[src/rtl/match_eval_arbiter.sv]
// Two-requester round-robin front end for the shared operand-match evaluator.
// Holds one registered result per grant until the consumer takes it, and keeps saturating hit counts.
module match_eval_arbiter #(
  parameter int CNT_W = 8
) (
  input  logic             clk,
  input  logic             rst,
  input  logic             req0_valid,
  output logic             req0_ready,
  input  logic [2:0]       req0_a,
  input  logic             req0_b,
  input  logic [1:0]       req0_c,
  input  logic             req0_e,
  input  logic             req1_valid,
  output logic             req1_ready,
  input  logic [2:0]       req1_a,
  input  logic             req1_b,
  input  logic [1:0]       req1_c,
  input  logic             req1_e,
  output logic             rsp_valid,
  input  logic             rsp_ready,
  output logic             rsp_id,
  output logic             rsp_y,
  output logic             rsp_d,
  input  logic             clr_cnt,
  output logic [CNT_W-1:0] hit_cnt0,
  output logic [CNT_W-1:0] hit_cnt1,
  output logic             busy
);

  typedef enum logic [0:0] {IDLE = 1'b0, BUSY = 1'b1} state_t;

  state_t     state;
  state_t     next_state;
  logic       last_id;
  logic       match_q;
  logic       grant_valid;
  logic       grant_id;
  logic       release_rsp;
  logic [2:0] sel_a;
  logic       sel_b;
  logic [1:0] sel_c;
  logic       sel_e;
  logic [2:0] eval_res;

  // Returns {match, y, d} for one operand tuple.
  function automatic logic [2:0] evaluate(input logic [2:0] a, input logic b,
                                          input logic [1:0] c, input logic e);
    logic m;
    m = (a == 3'd2) && (c == 2'd0);
    return {m, m & b, m & e};
  endfunction

  function automatic logic [CNT_W-1:0] sat_inc(input logic [CNT_W-1:0] cnt);
    if (cnt == {CNT_W{1'b1}}) begin
      return cnt;
    end else begin
      return cnt + {{(CNT_W-1){1'b0}}, 1'b1};
    end
  endfunction

  // Round-robin grant; offered only while idle and out of reset.
  always_comb begin
    grant_valid = 1'b0;
    grant_id    = 1'b0;
    if (!rst && (state == IDLE)) begin
      if (req0_valid && req1_valid) begin
        grant_valid = 1'b1;
        grant_id    = ~last_id;
      end else if (req0_valid) begin
        grant_valid = 1'b1;
        grant_id    = 1'b0;
      end else if (req1_valid) begin
        grant_valid = 1'b1;
        grant_id    = 1'b1;
      end else begin
        grant_valid = 1'b0;
      end
    end else begin
      grant_valid = 1'b0;
    end
  end

  assign req0_ready = grant_valid && !grant_id;
  assign req1_ready = grant_valid && grant_id;

  // Steer the granted tuple into the single evaluator.
  always_comb begin
    sel_a = req0_a;
    sel_b = req0_b;
    sel_c = req0_c;
    sel_e = req0_e;
    if (grant_id) begin
      sel_a = req1_a;
      sel_b = req1_b;
      sel_c = req1_c;
      sel_e = req1_e;
    end else begin
      sel_a = req0_a;
      sel_b = req0_b;
      sel_c = req0_c;
      sel_e = req0_e;
    end
  end

  assign eval_res    = evaluate(sel_a, sel_b, sel_c, sel_e);
  assign release_rsp = (state == BUSY) && rsp_ready;

  // Next-state: accept moves to BUSY, consumer handshake returns to IDLE.
  always_comb begin
    next_state = state;
    case (state)
      IDLE: begin
        if (grant_valid) begin
          next_state = BUSY;
        end else begin
          next_state = IDLE;
        end
      end
      BUSY: begin
        if (rsp_ready) begin
          next_state = IDLE;
        end else begin
          next_state = BUSY;
        end
      end
      default: next_state = IDLE;
    endcase
  end

  // State register.
  always_ff @(posedge clk) begin
    if (rst) begin
      state <= IDLE;
    end else begin
      state <= next_state;
    end
  end

  // Result capture at accept; last_id starts at 1 so requester 0 wins first contention.
  always_ff @(posedge clk) begin
    if (rst) begin
      rsp_id  <= 1'b0;
      rsp_y   <= 1'b0;
      rsp_d   <= 1'b0;
      match_q <= 1'b0;
      last_id <= 1'b1;
    end else if (grant_valid) begin
      rsp_id  <= grant_id;
      match_q <= eval_res[2];
      rsp_y   <= eval_res[1];
      rsp_d   <= eval_res[0];
      last_id <= grant_id;
    end
  end

  // Saturating hit counters bumped at release; clear wins over increment.
  always_ff @(posedge clk) begin
    if (rst || clr_cnt) begin
      hit_cnt0 <= {CNT_W{1'b0}};
      hit_cnt1 <= {CNT_W{1'b0}};
    end else if (release_rsp && match_q) begin
      if (rsp_id) begin
        hit_cnt1 <= sat_inc(hit_cnt1);
      end else begin
        hit_cnt0 <= sat_inc(hit_cnt0);
      end
    end
  end

  assign rsp_valid = (state == BUSY);
  assign busy      = (state == BUSY);

endmodule

[config.mk]
export PLATFORM = sky130hd
export DESIGN_NAME = match_eval_arbiter
export DESIGN_NICKNAME = d
export VERILOG_FILES = /design/src/rtl/match_eval_arbiter.sv
export SDC_FILE = /design/constraint.sdc
export NUM_CORES = 1
export LEC_CHECK = 0
export BUFFER_PORTS_ARGS = -buffer_cell sky130_fd_sc_hd__buf_4
export CORE_MARGIN = 2
export CORE_UTILIZATION = 40
export DETAILED_ROUTE_END_ITERATION = 12
export PLACE_DENSITY = 0.71
export SLEW_MARGIN = 40
export SYNTH_ARGS = -nofsm -noshare
export SYNTH_HDL_FRONTEND = slang
export SYNTH_SLANG_ARGS = --single-unit
[constraint.sdc]
create_clock -name clk -period 1.4 [get_ports clk]
set_input_delay 0.28 -clock clk [delete_from_list [all_inputs] [get_ports clk]]
set_output_delay 0.28 -clock clk [all_outputs]
set_load 0.05 [all_outputs]
==> impl_summary.log, run 1 <==
[metrics] fin. max-slew vios: 0
[metrics] initial antenna violation count: 0
[metrics] placer's final routability congestion estimate: 0.721
[metrics] top cells by area in the synthesized netlist: sky130_fd_sc_hd__dfxtp_1 (42%), sky130_fd_sc_hd__xor2_1 (9.9%), sky130_fd_sc_hd__nor2_1 (6.0%)
[metrics] final setup skew: 0.00837 ns
[metrics] CTS H-Tree Depth: 1
[metrics] number of ports placed on the die boundary: 43
[metrics] number of warnings printed during yosys synthesis: 0
[metrics] cell area power density: 735 mW/mm²
[metrics] total global routing overflow: 0
[metrics] root buffer selected by CTS: sky130_fd_sc_hd__clkbuf_4
[metrics] Non-Filler Instances: 197
[metrics] Yosys top cell by area: sky130_fd_sc_hd__dfxtp_1
[metrics] top library cells by usage in the layout, fill and taps aside: sky130_fd_sc_hd__buf_4 (51), sky130_fd_sc_hd__nor2_1 (15), sky130_fd_sc_hd__dfxtp_2 (14)
[metrics] normalized max-slew margin: 0.784
[metrics] sequential area share after synthesis: 0.416
[metrics] floorplan die width: 55.4 µm
[metrics] vias in the first global route: 1011
[metrics] detailed-route wire length: 2.47 mm
[metrics] final-layout setup total negative slack: -0.0987 ns
[metrics] die height: 55.4 µm
[metrics] final HPWL from detailed placement: 1.73 mm
[metrics] I/O Buffers: 42
[metrics] area taken by flip-flops and latches: 477 µm²
[metrics] Total Nets Final: 190
[metrics] Total GRT Usage: 0.160
[metrics] type of element launching the critical path: flip-flop
[metrics] number of optimization iterations in the first detailed-route pass: 4
[metrics] proportion of layout cells with a drive suffix above 1: 0.575
[metrics] largest net degree at the start of global routing: 17
[metrics] clock tree buffer depth: 2
[metrics] Syn Inst Count: 114
[metrics] cts-stage hold buffer count: 0
[metrics] synthesized flop and latch total: 22
[metrics] Cell Area, Placed: 0.00149 mm²
[metrics] fill cell total of the finished layout: 212
[metrics] highest achievable clock rate: 683 MHz
[metrics] arrival time at the worst endpoint: 1.18 ns
[metrics] leading cell type in the layout, fill and taps excluded: sky130_fd_sc_hd__buf_4
[metrics] Wirelength per Cell: 12.5 µm
[metrics] static leakage: 0.705 nW
[metrics] number of placement rows: 18
[metrics] number of buffers created by CTS: 3
[metrics] startpoint-to-endpoint class of the critical path: flip-flop to primary output
[metrics] number of vias per cell: 5.32
[metrics] maximum ir drop on the vdd rail: 453 µV
[metrics] max-cap violations: 0
[metrics] Die ar.: 0.00307 mm²
[metrics] Critical Path Sink Type: primary output
[metrics] net count after synthesis: 136
[metrics] drt first-iter violations: 19
[metrics] number of failing setup endpoints in the final timing report: 2
[metrics] Worst Tran Pin Value: 0.324 ns
[metrics] critical path fanouts, max: 3
[metrics] number of placed cells counting well taps: 188
[metrics] number of distinct library cells after synthesis: 34
[metrics] clock tree from TritonCTS: done
[metrics] time the worst path needs with I/O delays and setup: 1.46 ns
[metrics] total design power: 1.21 mW
[metrics] global-route wire length before repair: 4.05 mm
[metrics] vias post-DR: 1048
[metrics] number of diodes added for antenna fixing: 0
[metrics] clock latency on the worst-skew pair: 0.31 ns
[metrics] Synth Cell Area: 0.00106 mm²
[metrics] Hold Fails Final Rpt: 0
[metrics] data required time at the worst endpoint: 1.12 ns
[metrics] unrepaired setup endpoints after global routing: yes
[metrics] area overhead of the layout relative to synthesis: 55.2%
[metrics] fraction of synthesized cell area taken by the top area cell type: 0.416
[metrics] final clock period utilization by the worst path: 1.05
[metrics] cell area after layout: 0.00164 mm²
[metrics] core area: 0.00250 mm²
[metrics] area used by multi-input combinational logic: 668 µm²
[metrics] clock-pin slew on the worst setup and hold paths: 0.11 ns
[metrics] number of nets with antenna violations after detailed routing: 0
[metrics] initial core utilization: 0.423
[metrics] failing checks: negative setup slack
[metrics] Layout Utilization: 0.657
[metrics] min-delay worst type: primary input to flip-flop
[metrics] outcome: finished with violations
[metrics] clock sink total: 22
[metrics] minimum setup slack in the final design: -0.0636 ns
[metrics] Remaining DRCs: 0
[metrics] Avg Cell Area, Syn: 9.29 µm²
-- what timing repair did --
action | in CTS | in global routing
pin swaps | 1 | 8
setup buffers | 3 | 3
gates cloned | 0 | 0
setup endpoints to repair | 2 | 19
gates resized for setup | 7 | 14
-- cell families after synthesis --
| logic type | after synthesis | synth area share |
|---|---|---|
| simple gates | 49 | 0.267 |
| compound gates | 21 | 0.150 |
| xor+xnor | 12 | 0.0993 |
| buf+inv | 6 | 0.0248 |
| mux | 2 | 0.0189 |
| fa+ha+maj | 2 | 0.0236 |
| flops | 22 | 0.416 |
-- registers in the layout (all words and copies together), names as in the netlist --
name,count
last_id,1
rsp_y,1
match_q,1
rsp_d,1
hit_cnt0,8
busy,1
hit_cnt1,8
rsp_id,1
-- worst paths after layout --
check	startpoint	depth (start not counted)	slack [ns]	endpoint
worst max-delay path	busy	4	-0.06	req1_ready
worst min-delay path	rsp_ready	2	0.16	busy
worst max register to register	busy	6	0.05	hit_cnt0[5]
worst min register to register	hit_cnt1[6]	1	0.48	hit_cnt1[6]
-- Yosys cell counts --
| cell type | instances |
|---|---|
| sky130_fd_sc_hd__a211o_1 | 1 |
| sky130_fd_sc_hd__a211oi_1 | 2 |
| sky130_fd_sc_hd__a211oi_2 | 1 |
| sky130_fd_sc_hd__a21boi_1 | 1 |
| sky130_fd_sc_hd__a21o_1 | 1 |
| sky130_fd_sc_hd__a21oi_1 | 1 |
| sky130_fd_sc_hd__a221o_1 | 2 |
| sky130_fd_sc_hd__and2_1 | 5 |
| sky130_fd_sc_hd__and2b_1 | 1 |
| sky130_fd_sc_hd__and3_1 | 4 |
| sky130_fd_sc_hd__and4_1 | 1 |
| sky130_fd_sc_hd__and4b_1 | 2 |
| sky130_fd_sc_hd__buf_4 | 1 |
| sky130_fd_sc_hd__clkbuf_1 | 4 |
| sky130_fd_sc_hd__dfxtp_1 | 22 |
| sky130_fd_sc_hd__ha_1 | 2 |
| sky130_fd_sc_hd__inv_1 | 1 |
| sky130_fd_sc_hd__mux2i_1 | 2 |
| sky130_fd_sc_hd__nand2_1 | 1 |
| sky130_fd_sc_hd__nand2b_1 | 1 |
| sky130_fd_sc_hd__nand3_1 | 3 |
| sky130_fd_sc_hd__nand4_1 | 3 |
| sky130_fd_sc_hd__nand4b_1 | 2 |
| sky130_fd_sc_hd__nor2_1 | 17 |
| sky130_fd_sc_hd__nor2b_1 | 2 |
| sky130_fd_sc_hd__nor3_1 | 3 |
| sky130_fd_sc_hd__nor4b_1 | 2 |
| sky130_fd_sc_hd__o2111ai_1 | 2 |
| sky130_fd_sc_hd__o211ai_1 | 6 |
| sky130_fd_sc_hd__o21ai_0 | 2 |
| sky130_fd_sc_hd__o21ai_1 | 2 |
| sky130_fd_sc_hd__or2_2 | 1 |
| sky130_fd_sc_hd__or4b_4 | 1 |
| sky130_fd_sc_hd__xor2_1 | 12 |
-- power by group --
group	switching (mW)	internal [mW]
clock	0.190	0.159
sequential	0.0123	0.631
combinational	0.107	0.107
-- metal layers --
layer,vias to the layer above,track usage,share of wire
li1,522,-,-
met1,489,0.182,0.44
met2,30,0.284,0.49
met3,7,0.0281,0.041
met4,0,0.0767,0.026
met5,-,0,0
-- critical path: stages (launching register included) --
cell and delay, ns:
sky130_fd_sc_hd__dfxtp_4 0.38, sky130_fd_sc_hd__nor2_4 0.09, sky130_fd_sc_hd__buf_4 0.13, sky130_fd_sc_hd__and2_4 0.15
sky130_fd_sc_hd__buf_8 0.14
-- final cells by class --
type	instances	area share
multi-input cells	86	0.407
well taps	30	0.0228
inverters	1	0.00228
flip-flops and latches	22	0.290
clock buffers	4	0.0221
repair buffers	54	0.256
-- through the flow --
| stage | hold WS (ns) | setup WS, ns |
|---|---|---|
| 2_1_floorplan | 0.359 | -0.0176 |
| 3_3_place_gp | 0.439 | -0.0889 |
| 3_5_place_dp | 0.454 | -0.111 |
| 4_1_cts | 0.145 | -0.0751 |
| 5_1_grt | 0.146 | -0.122 |
| 6_report | 0.160 | -0.0636 |
No activity file was read; power rests on OpenSTA's default activity.
==> run 2: changes to the inputs <==
CORE_MARGIN = 4   (was 2)
==> run 2 against run 1 <==
  * The flow still finishes with violations (negative setup slack)
  * First-iteration DRC count grew to 3.1 times the previous value
  * Clock skew shrank 0.0038 ns
  * Final area shrank 0.76%
  * Clock-buffer cell count is the same
  * Fmax grew 0.43%
  * Critical path type unchanged
  * Largest cell class unchanged
==> impl_summary.log, run 2 (synthesized netlist as in run 1, its figures left out) <==
[metrics] arrival time at the worst endpoint: 1.18 ns
[metrics] clock-pin slew on the worst setup and hold paths: 0.13 ns
[metrics] cell area power density: 744 mW/mm²
[metrics] global-route wire length before repair: 4.17 mm
[metrics] hold slack final: 0.158 ns
[metrics] clock sink total: 22
[metrics] cell area after layout: 0.00163 mm²
[metrics] area taken by flip-flops and latches: 477 µm²
[metrics] cell-by-cell listing of the critical path: nor2_4, buf_6, and2_4, buf_8
[metrics] final clock period utilization by the worst path: 1.04
[metrics] time the worst path needs with I/O delays and setup: 1.46 ns
[metrics] outcome: finished with violations
[metrics] Layout Utilization: 0.652
[metrics] drt first-iter violations: 58
[metrics] type of element launching the critical path: flip-flop
[metrics] number of failing setup endpoints in the final timing report: 2
[metrics] number of diodes added for antenna fixing: 0
[metrics] highest achievable clock rate: 686 MHz
[metrics] vias in the first global route: 1024
[metrics] final-layout setup total negative slack: -0.0875 ns
[metrics] Remaining DRCs: 0
[metrics] Die ar.: 0.00353 mm²
[metrics] total global routing overflow: 0
[metrics] top library cells by usage in the layout, fill and taps aside: sky130_fd_sc_hd__buf_4 (50), sky130_fd_sc_hd__nor2_1 (15), sky130_fd_sc_hd__dfxtp_2 (14)
[metrics] clock tree buffer depth: 2
[metrics] die height: 59.4 µm
[metrics] Wirelength per Cell: 13.3 µm
[metrics] Hold Fails Final Rpt: 0
[metrics] floorplan die width: 59.4 µm
[metrics] unrepaired setup endpoints after global routing: yes
[metrics] Non-Filler Instances: 196
[metrics] maximum ir drop on the vdd rail: 463 µV
[metrics] area used by multi-input combinational logic: 663 µm²
[metrics] Total GRT Usage: 0.153
[metrics] number of placement rows: 18
[metrics] Critical-path top delay cell: sky130_fd_sc_hd__dfxtp_4
[metrics] number of optimization iterations in the first detailed-route pass: 4
[metrics] largest net degree at the start of global routing: 17
[metrics] I/O Buffers: 42
[metrics] number of vias per cell: 5.32
[metrics] fill cell total of the finished layout: 211
[metrics] fin. max-slew vios: 0
[metrics] data required time at the worst endpoint: 1.12 ns
[metrics] detailed-route wire length: 2.61 mm
[metrics] placer's final routability congestion estimate: 0.842
[metrics] number of placed cells counting well taps: 186
[metrics] Cell Area, Placed: 0.00147 mm²
[metrics] number of ports placed on the die boundary: 43
[metrics] startpoint-to-endpoint class of the critical path: flip-flop to primary output
[metrics] initial antenna violation count: 0
[metrics] Critical Path Sink Type: primary output
[metrics] number of buffers created by CTS: 3
[metrics] clock tree from TritonCTS: done
[metrics] Worst Tran Pin Value: 0.320 ns
[metrics] final setup skew: 0.00459 ns
[metrics] minimum setup slack in the final design: -0.0574 ns
[metrics] clock latency on the worst-skew pair: 0.31 ns
[metrics] core area: 0.00250 mm²
[metrics] final HPWL from detailed placement: 1.87 mm
[metrics] failing checks: negative setup slack
[metrics] area overhead of the layout relative to synthesis: 54.0%
[metrics] registers with the most flip-flops: hit_cnt0 x8, hit_cnt1 x8
[metrics] static leakage: 0.702 nW
[metrics] pre-CTS worst setup slack: -0.110 ns
[metrics] vias post-DR: 1043
[metrics] leading cell type in the layout, fill and taps excluded: sky130_fd_sc_hd__buf_4
[metrics] initial core utilization: 0.423
[metrics] total design power: 1.21 mW
[metrics] proportion of layout cells with a drive suffix above 1: 0.560
[metrics] crit-path max cell delay: 0.37 ns
[metrics] CTS H-Tree Depth: 1
[metrics] min-delay worst type: primary input to flip-flop
[metrics] max-cap violations: 0
[metrics] critical path fanouts, max: 2
[metrics] number of nets with antenna violations after detailed routing: 0
[metrics] root buffer selected by CTS: sky130_fd_sc_hd__clkbuf_4
[metrics] Total Nets Final: 189
[metrics] normalized max-slew margin: 0.787
## run 2: cell type report
| type | count | share of cell area |
|---|---|---|
| Tap cell | 30 | 0.0230 |
| Inverter | 1 | 0.00230 |
| Clock buffer | 4 | 0.0223 |
| Timing Repair Buffer | 53 | 0.253 |
| Sequential cell | 22 | 0.292 |
| Multi-Input combinational cell | 86 | 0.407 |
## run 2: report_power, final
part	leakage, nW	switching [mW]	internal [mW]
combinational	0.493	0.107	0.104
sequential	0.188	0.0100	0.631
clock	0.0210	0.202	0.159
total	0.702	0.319	0.894
## run 2: worst paths after layout
path                from          end  slack, ns  cells after the start
max reg2reg         busy  hit_cnt0[6]       0.04                      5
min reg2reg  hit_cnt1[6]  hit_cnt1[6]       0.46                      1
max                 busy   req1_ready      -0.06                      4
min            rsp_ready         busy       0.16                      2
## run 2: timing repair
action,4_1_cts,5_1_grt
hold buffers,0,0
gates resized for setup,10,11
endpoints found under the setup margin,4,16
endpoints found under the hold margin,0,0
buffers inserted,4,3
pin swaps,1,7
## run 2: critical path: cells and delay by family, from the launching register on
family	cells	cell delay (ns)
buf+inv	2	0.25
simple gates	2	0.25
flops	1	0.37
## run 2: routing by layer
metal | track usage | vias up | wire (µm)
met5 | 0 | - | 0
met4 | 0.0744 | 0 | 31
met3 | 0.0392 | 4 | 143
met2 | 0.273 | 25 | 1340
met1 | 0.165 | 492 | 1100
li1 | - | 522 | -
==> run 3: changes to the inputs <==
--- a/constraint.sdc
+++ b/constraint.sdc
@@ -3,2 +3,2 @@
 set_output_delay 0.28 -clock clk [all_outputs]
-set_load 0.05 [all_outputs]
+set_load 0.02 [all_outputs]
==> run 3 against run 2 <==
  * The flow still finishes with violations (negative setup slack)
  * Hold slack lost 0.0079 ns
  * Critical path depth is the same
  * Clock-buffer cell count shrank 1
  * Power grew 8.5%
  * Final cell count grew 5.6%
  * Sequential cell count is the same
  * Global-route usage grew 0.49 points
  * Critical path type unchanged
  * Critical endpoint unchanged
  * Highest routed layer unchanged
==> impl_summary.log, run 3 (synthesized netlist as in run 1, its figures left out) <==
[metrics] registers with the most flip-flops: hit_cnt0 x8, hit_cnt1 x8
[metrics] outcome: finished with violations
[metrics] max-cap violations: 0
[metrics] type of element launching the critical path: flip-flop
[metrics] cell area power density: 761 mW/mm²
[metrics] unrepaired setup endpoints after global routing: yes
[metrics] initial antenna violation count: 0
[metrics] static leakage: 0.759 nW
[metrics] number of vias per cell: 5.29
[metrics] number of placement rows: 18
[metrics] leading cell type in the layout, fill and taps excluded: sky130_fd_sc_hd__buf_4
[metrics] area overhead of the layout relative to synthesis: 63.4%
[metrics] top library cells by usage in the layout, fill and taps aside: sky130_fd_sc_hd__buf_4 (62), sky130_fd_sc_hd__nor2_1 (16), sky130_fd_sc_hd__dfxtp_1 (15)
[metrics] maximum ir drop on the vdd rail: 656 µV
[metrics] core area: 0.00250 mm²
[metrics] clock tree from TritonCTS: done
[metrics] die height: 59.4 µm
[metrics] final clock period utilization by the worst path: 1.01
[metrics] fin. max-slew vios: 0
[metrics] data required time at the worst endpoint: 1.12 ns
[metrics] minimum setup slack in the final design: -0.0138 ns
[metrics] Worst Tran Pin Value: 0.345 ns
[metrics] r2r worst-path depth: 6
[metrics] number of failing setup endpoints in the final timing report: 2
[metrics] Hold Fails Final Rpt: 0
[metrics] number of optimization iterations in the first detailed-route pass: 4
[metrics] number of placed cells counting well taps: 195
[metrics] proportion of layout cells with a drive suffix above 1: 0.537
[metrics] number of diodes added for antenna fixing: 0
[metrics] I/O Buffers: 42
[metrics] arrival time at the worst endpoint: 1.13 ns
[metrics] critical register-to-register path startpoint: busy
[metrics] root buffer selected by CTS: sky130_fd_sc_hd__clkbuf_4
[metrics] end point of the most critical hold path: busy
[metrics] area taken by flip-flops and latches: 452 µm²
[metrics] detailed-route wire length: 2.71 mm
[metrics] Non-Filler Instances: 207
[metrics] Die ar.: 0.00353 mm²
[metrics] clock latency on the worst-skew pair: 0.32 ns
[metrics] largest net degree at the start of global routing: 17
[metrics] Hold Path Depth: 2
[metrics] drt first-iter violations: 20
[metrics] critical path fanouts, max: 2
[metrics] Wirelength per Cell: 13.1 µm
[metrics] floorplan die width: 59.4 µm
[metrics] number of nets with antenna violations after detailed routing: 0
[metrics] normalized max-slew margin: 0.770
[metrics] Total Nets Final: 200
[metrics] startpoint of the most critical hold path: rsp_ready
[metrics] CTS H-Tree Depth: 1
[metrics] Remaining DRCs: 0
[metrics] Total GRT Usage: 0.158
[metrics] initial core utilization: 0.423
[metrics] global-route wire length before repair: 4.33 mm
[metrics] capturing point of the worst reg2reg path: hit_cnt0[1]
[metrics] clock tree buffer depth: 2
[metrics] vias in the first global route: 1060
[metrics] placer's final routability congestion estimate: 0.835
[metrics] clock sink total: 22
[metrics] number of buffers created by CTS: 3
[metrics] failing checks: negative setup slack
[metrics] pre-CTS worst setup slack: -0.111 ns
[metrics] final setup skew: 0.00710 ns
[metrics] clock-pin slew on the worst setup and hold paths: 0.12 ns
[metrics] time the worst path needs with I/O delays and setup: 1.41 ns
[metrics] fill cell total of the finished layout: 205
[metrics] highest achievable clock rate: 707 MHz
[metrics] startpoint-to-endpoint class of the critical path: flip-flop to primary output
[metrics] setup slack of the most critical reg-to-reg path: 0.04 ns
[metrics] number of ports placed on the die boundary: 43
[metrics] area used by multi-input combinational logic: 696 µm²
[metrics] Critical Path Sink Type: primary output
[metrics] total global routing overflow: 0
[metrics] min-delay worst type: primary input to flip-flop
[metrics] final HPWL from detailed placement: 1.97 mm
[metrics] vias post-DR: 1094
run 3: cell types whose count changed in the layout (fill, tap and decap cells not counted), moves of 2 or more:
cell and change:
sky130_fd_sc_hd__a211oi_1 -2, sky130_fd_sc_hd__a211oi_2 +2, sky130_fd_sc_hd__buf_4 +12, sky130_fd_sc_hd__dfxtp_1 +12
sky130_fd_sc_hd__dfxtp_2 -8, sky130_fd_sc_hd__dfxtp_4 -4, sky130_fd_sc_hd__o2111ai_1 -2, sky130_fd_sc_hd__o2111ai_2 +2
run 3: timing repair:
action	4_1_cts	5_1_grt
hold buffers	0	0
setup buffers	3	5
resized for setup	9	17
endpoints found under the setup margin	3	18
pin swaps	2	9
run 3: report_power, final:
part,internal (mW),switching [mW],total [mW]
Combinational,0.101,0.0750,0.176
Sequential,0.639,0.00899,0.648
Clock,0.290,0.203,0.493
run 3: routing by layer:
layer,global-route usage,routed length [µm]
met1,0.179,1110
met2,0.290,1360
met3,0.0240,168
met4,0.0615,68
met5,0,0
run 3: final cells by class:
cell class	instances	area share
Multi-Input combinational cell	86	0.402
Timing Repair Buffer	64	0.282
Clock inverter	1	0.0174
Tap cell	30	0.0217
Sequential cell	22	0.261
Inverter	1	0.00217
Clock buffer	3	0.0130
run 3: worst max path at each step:
stage / from / to
final: busy / req1_ready
after global routing: busy / req0_ready
after CTS: busy / req0_ready
after detailed placement: req0_a[2] / rsp_d
after global placement: req0_a[2] / rsp_d
after floorplan: hit_cnt0[1] / hit_cnt0[5]
run 3: worst max-delay path, cell delays in order (launching register included):
cell                      delay (ns)
sky130_fd_sc_hd__dfxtp_4        0.37
sky130_fd_sc_hd__nor2_4         0.10
sky130_fd_sc_hd__buf_6          0.11
sky130_fd_sc_hd__and2_4         0.14
sky130_fd_sc_hd__buf_6          0.11
run 3: through the flow:
step	instance area, µm²	TNS, ns	utilization	power (mW)	hold WS, ns
2_1_floorplan	1070	-0.00239	-	0.724	0.359
3_3_place_gp	1510	-0.194	0.603	0.806	0.454
3_5_place_dp	1510	-0.275	0.603	0.809	0.459
4_1_cts	1620	-0.0515	0.646	1.33	0.145
5_1_grt	1730	-0.275	0.692	1.37	0.159
6_report	1730	-0.0270	0.692	1.32	0.150
